===== config.mk =====
export PLATFORM = sky130hd
export DESIGN_NAME = mix_columns_seq
export DESIGN_NICKNAME = d
export VERILOG_FILES = /design/src/rtl/mix_columns_seq.sv
export SDC_FILE = /design/constraint.sdc
export NUM_CORES = 1
export LEC_CHECK = 0
export BUFFER_PORTS_ARGS = -buffer_cell sky130_fd_sc_hd__buf_2
export CORE_UTILIZATION = 40
export CTS_BUF_LIST = sky130_fd_sc_hd__clkbuf_8
export DETAILED_ROUTE_END_ITERATION = 16
export HOLD_SLACK_MARGIN = 0.12
export PLACE_DENSITY = 0.66
export REMOVE_ABC_BUFFERS = 1
export SLEW_MARGIN = 20
export SYNTH_ARGS = -nofsm -noshare
export SYNTH_HDL_FRONTEND = slang
export SYNTH_SLANG_ARGS = --single-unit

===== constraint.sdc =====
create_clock -name clk -period 3.1 [get_ports clk]
set_input_delay 0.62 -clock clk [delete_from_list [all_inputs] [get_ports clk]]
set_output_delay 0.62 -clock clk [all_outputs]
set_load 0.01 [all_outputs]

===== src/rtl/mix_columns_seq.sv =====
// mix_columns_seq: sequential AES MixColumns, one column per clock through a shared
// GF(2^8) column multiplier, with a per-block bypass for the final round.
module mix_columns_seq (
    input  logic        clk,
    input  logic        rst,
    input  logic [31:0] row1,
    input  logic [31:0] row2,
    input  logic [31:0] row3,
    input  logic [31:0] row4,
    input  logic        in_valid,
    output logic        in_ready,
    input  logic        bypass,
    output logic [31:0] row1_out,
    output logic [31:0] row2_out,
    output logic [31:0] row3_out,
    output logic [31:0] row4_out,
    output logic        out_valid,
    input  logic        out_ready
);
    typedef enum logic [1:0] {IDLE, BUSY, DONE} state_t;
    state_t      state, state_nx;
    logic [1:0]  col;
    logic [31:0] w0, w1, w2, w3;
    logic [4:0]  sh;
    logic [7:0]  a0, a1, a2, a3, b0, b1, b2, b3;
    logic        load;

    function automatic logic [7:0] xt(input logic [7:0] x);
        return {x[6:0], 1'b0} ^ (x[7] ? 8'h1b : 8'h00);
    endfunction

    // column 0 lives in the top byte, so the bit offset is (3-col)*8
    assign sh = {~col, 3'b000};
    assign a0 = w0[sh +: 8];
    assign a1 = w1[sh +: 8];
    assign a2 = w2[sh +: 8];
    assign a3 = w3[sh +: 8];
    assign b0 = xt(a0) ^ xt(a1) ^ a1 ^ a2 ^ a3;
    assign b1 = a0 ^ xt(a1) ^ xt(a2) ^ a2 ^ a3;
    assign b2 = a0 ^ a1 ^ xt(a2) ^ xt(a3) ^ a3;
    assign b3 = xt(a0) ^ a0 ^ a1 ^ a2 ^ xt(a3);

    assign in_ready  = state == IDLE || (state == DONE && out_ready);
    assign load      = in_valid && in_ready;
    assign out_valid = state == DONE;
    assign row1_out  = w0;
    assign row2_out  = w1;
    assign row3_out  = w2;
    assign row4_out  = w3;

    always_comb begin
        state_nx = state;
        state_nx = load ? (bypass ? DONE : BUSY) :
                   (state == BUSY && col == 2'd3) ? DONE :
                   (state == DONE && out_ready) ? IDLE : state;
    end

    always_ff @(posedge clk) begin
        if (rst) begin
            state <= IDLE;
            col   <= 2'd0;
            w0    <= 32'h0;
            w1    <= 32'h0;
            w2    <= 32'h0;
            w3    <= 32'h0;
        end else begin
            state <= state_nx;
            if (load) begin
                w0  <= row1;
                w1  <= row2;
                w2  <= row3;
                w3  <= row4;
                col <= 2'd0;
            end else if (state == BUSY) begin
                w0[sh +: 8] <= b0;
                w1[sh +: 8] <= b1;
                w2[sh +: 8] <= b2;
                w3[sh +: 8] <= b3;
                col         <= col + 2'd1;
            end
        end
    end
endmodule

Word-level counts from Yosys, hierarchy flattened
Index checks and enable logic that the tools add are counted.

Bits in registers: 132. Input bits: 133. Output and inout bits: 130. Logic and storage cells: 69.

Add/sub/neg operators: 2. Eq/ne operators: 3. Shift operators: 9. Multiplexer cells: 20. Bitwise gates (word level): 21. Reductions and logical operators: 8.

Operators by type and width (number): 32-bit two-way mux (8); 32-bit bitwise mux (4); 32-bit by 6-bit indexed part select with 8-bit output (4); 8-bit by 7-bit indexed part select with 32-bit output (4); 8-bit bitwise XOR (16); 8-bit by 7-bit variable shift with 32-bit output, first input constant (1); 8-bit by 5-bit bitwise XOR with 8-bit output (4); 5-bit two-way mux (4); 2-bit two-way mux (4); 5-bit negation with 7-bit output (1); 2-bit equality test, second input constant (2); 1-bit logical AND (3); 3-bit nonzero test (1); 2-bit by 1-bit adder with 2-bit output, second input constant (1); 2-bit by 1-bit equality test with 1-bit output, second input constant (1); 2-bit logical NOT (1); 2-bit NOT (1); 2-bit nonzero test (1); 2-bit OR reduction (1); 1-bit logical OR (1).

Logic depth before layout (Yosys ltp)
Depth in word-level cells: 12. Mapped depth: 10.

Worst setup path before layout
Ideal clock, no wire load.

Path kind: register to register. Start: register col[0]. End: register w1[0], in the netlist row2_out[0]. Library setup time: 76 ps. Arrival: 2086 ps. Setup slack: 938 ps. Cell stages (with the launch flop): 11. Buffers on the path: 4. Period minus slack after synthesis: 2162 ps. Cells stage by stage: dfxtp_1 -> buf_6 -> buf_12 -> buf_6 -> inv_1 -> ha_1 -> inv_1 -> nand3_1 -> or4_1 -> clkbuf_1 -> o22ai_1.

Cells in the longest elaborated chain, start to end: 12.

Ends and longest elaborated chain: start, declared (RTL line 22) `logic [1:0] col;`; start signal, assigned (RTL line 79) `col <= col + 2'd1;`; 2-bit NOT * (RTL line 33) `assign sh = {~col, 3'b000};`; named net sh[3] (RTL line 24) `logic [4:0] sh;`; 32-bit by 6-bit indexed part select with 8-bit output (RTL line 35) `assign a1 = w1[sh +: 8];`; 5-bit two-way mux (RTL line 29) `return {x[6:0], 1'b0} ^ (x[7] ? 8'h1b : 8'h00);`; 8-bit by 5-bit bitwise XOR with 8-bit output (RTL line 29); 8-bit bitwise XOR (4 in a row) (RTL line 39) `assign b1 = a0 ^ xt(a1) ^ xt(a2) ^ a2 ^ a3;`; 8-bit by 7-bit indexed part select with 32-bit output (RTL line 76) `w1[sh +: 8] <= b1;`; 32-bit bitwise mux * (RTL line 76); 32-bit two-way mux * (RTL line 74) `end else if (state == BUSY) begin`; 32-bit two-way mux * (RTL line 68) `if (load) begin`; end signal, assigned (RTL line 70) `w1 <= row2;`; end, declared (RTL line 23) `logic [31:0] w0, w1, w2, w3;`.

Mark *: on every way through the listed nets, which the timed path passes. The rest lies on a longest branch. The select of a mux whose other input is x is not followed. A chain may end at the register's enable or synchronous reset.

Final worst setup path
Start: register col[1]. End: register w3[24], in the netlist row4_out[24].

Cells in the longest elaborated chain, start to end: 12.

Ends and longest elaborated chain: 2-bit NOT * (RTL line 33); 32-bit by 6-bit indexed part select with 8-bit output (RTL line 34) `assign a0 = w0[sh +: 8];`; 5-bit two-way mux (RTL line 29); 8-bit by 5-bit bitwise XOR with 8-bit output (RTL line 29); 8-bit bitwise XOR (4 in a row) (RTL line 41) `assign b3 = xt(a0) ^ a0 ^ a1 ^ a2 ^ xt(a3);`; 8-bit by 7-bit indexed part select with 32-bit output (RTL line 78) `w3[sh +: 8] <= b3;`; 32-bit bitwise mux * (RTL line 78); 32-bit two-way mux * (RTL line 74); 32-bit two-way mux * (RTL line 68); end signal, assigned (RTL line 72) `w3 <= row4;`; end, declared (RTL line 23).

Mark *: on every way between the ends. The rest lies on a longest branch, timed or not. The select of a mux whose other input is x is not followed.

==> results.yml <==
status:
  status: "complete, no violations"
synth:
  ys_seq_area_frac: 0.379
  synth_commonest_cells: "132 x dfxtp_1, 128 x a22oi_1, 120 x o22ai_1"
  synth_edf_count: 0
  yosysTopAreaCell: "dfxtp_1"
  synth.distinct_cells: 34
  synth_most_common_cell: "dfxtp_1"
  synthArstFlopShare: 0
  ys_top_cells_by_area: "dfxtp_1 38%, a22oi_1 14%, o22ai_1 11%"
  syn_area_um2: 6970
  postSynthCellCount: 643
  synth-main-ff-cell: "dfxtp_1"
  avgSynthCellArea_um2: 10.8
  synth_top_area_share: 0.379
  ys_seq_elements: 132
  yosys_warnings: 0
worst_setup_path:
  reg2reg_depth: 6
  r2r-end: "row4_out[24]"
  r2r_start: "col[1]"
  rrSetupSlack_ns: 0.44
  path_class: "flop to flop"
  worstPathMaxFanout: 9
  crit_required_ns: 3.40
  cp.arrival_ns: 2.96
  cp-end-kind: "flop"
  start_kind: "flop"
cts:
  htreeDepth: 4
  cts.sinks: 132
  root_buffer: "clkbuf_8"
  ctsResizeCount: 0
  cts_buffer_depth: 2
  holdBufCountCts: 0
  clk_pin_slew_worst_paths_ns: 0.08
  tritoncts: "yes"
  cts_made_buffers: 17
  postCtsSetupRepairBufs: 0
  worstSkewPairLatency_ns: 0.45
pwr:
  ir_drop_mv: 0.288
  power_density_nw_per_um2: 641
  p_leak_nw: 3.66
floorplan:
  std_cell_rows: 47
  ios: 263
  dieHeight_um: 134
  initial_core_util: 0.415
  die_w_um: 134
  coreArea_um2: 16800
  fp.dieArea_um2: 18000
place:
  io_buffers: 262
  dpl-instance-area_um2: 8460
  dpl.hpwl_um: 16700
  pre_cts_slack_ns: 0.424
  place_congestion: 0.804
min_path:
  min_to: "state[0]"
  worstHoldStart: "bypass"
  min_path_type: "primary input to flop"
  min_path_cells: 4
timing:
  finalClockSkew_ns: 0.0128
  finalSetupViolCount: 0
  worst_slack_ns: 0.444
  final.min_clock_period_ns: 2.66
  slew_headroom: 0.406
  final_hold_viol_count: 0
  slew_violations: 0
  fin_tns_setup_ns: 0
  period_share: 0.857
  rsz0062_at_grt: "false"
  hold_ws_ns: 0.452
  worstMarginPinSlew_ns: 0.891
  max_freq_ghz: 0.377
grt:
  grt_max_degree: 87
  grt_usage: 0.262
  antenna_found_initial: 3
  grt_pass1_wl_um: 36000
  grt_overflow: 0
  grt_pass1_vias: 6421
final_layout:
  fin_area_um2: 8890
  nNetsFinal: 1018
  fill_cells: 1589
  drive_above_1_share: 0.416
  area_delta_synth_final_pct: 27.5
route:
  drc: 0
  vias_per_cell: 5.84
  wire_per_inst_um: 21.2
  vias: 6522
  routed_wl_um: 23700
  drtAntennaViolNets: 0
  drtIter0Drc: 528
  dr.pass1.iters: 6
run:
  max-cap-violations: 0
## metrics by stage
| stage | util | power, mW | instances |
|---|---|---|---|
| detailed placement | 0.503 | 4.15 | 1082 |
| global route | 0.529 | 5.99 | 1116 |
| floorplan | - | 3.48 | 577 |
| finish | 0.529 | 5.70 | 1116 |
| CTS | 0.528 | 5.72 | 1114 |
| global placement | 0.503 | 4.15 | 1082 |
## worst max path at each step
stage	start	endpoint	slack, ns	depth (start not counted)
final	col[1]	row4_out[24]	0.44	6
after global routing	col[1]	row4_out[24]	0.29	6
after CTS	col[1]	row4_out[24]	0.40	6
after detailed placement	col[1]	row4_out[24]	0.42	6
after global placement	col[1]	row4_out[24]	0.48	6
after floorplan	in_valid	row2_out[0]	-3.37	4
## logic make-up after synthesis
family,count (synthesis),synth area share
AO/OA/AOI/OAI,269,0.267
flip-flops,132,0.379
XOR/XNOR,111,0.174
buffers and inverters,75,0.0519
multiplexers,32,0.106
AND/OR/NAND/NOR,20,0.0156
adder cells (fa/ha/maj),4,0.00718
## per-layer routing
metal	wire length [um]	part of all wire	global-route usage
met5	10	0.00042	0
met4	329	0.014	0.0886
met3	1830	0.077	0.0491
met2	11200	0.47	0.417
met1	10300	0.43	0.357
## cell type report
cell class,count,area (um^2),share of cell area
Multi-Input combinational cell,436,3980,0.448
Sequential cell,132,2650,0.297
Timing Repair Buffer,285,1520,0.171
Clock buffer,20,275,0.0310
Tap cell,220,275,0.0310
Clock inverter,12,153,0.0172
Inverter,9,33.8,0.00380
Antenna cell,2,5.00,0.000563
## worst max-delay path: stages (launching register included)
cell and delay [ns]:
dfxtp_2 0.51, buf_4 0.24, mux4_2 0.67, xor2_1 0.42
xnor2_1 0.19, xor2_1 0.34, o22ai_1 0.14
## cell usage in the layout, fill, tap and decap left out, types with 4 or more instances in the layout
cell type,instances
clkbuf_8,20
a21oi_1,6
o2bb2ai_1,8
ha_1,4
mux4_1,4
inv_1,10
mux4_2,28
buf_2,261
xnor2_1,71
a22oi_1,128
xnor2_4,4
xor2_1,17
xnor2_2,13
xor2_2,4
o22ai_1,120
buf_4,21
dfxtp_1,130
nor2_1,4
## state kept, by name, summed over array words and instances (netlist names)
signal    count
row1_out     32
state         2
row2_out     32
row4_out     32
row3_out     32
col           2
## power by group
group          leakage, nW  switching, mW  internal [mW]
sequential            1.09          0.120           1.84
clock                0.213          0.717          0.860
combinational         2.36           1.26          0.911
(Power assumes the default switching activity.)
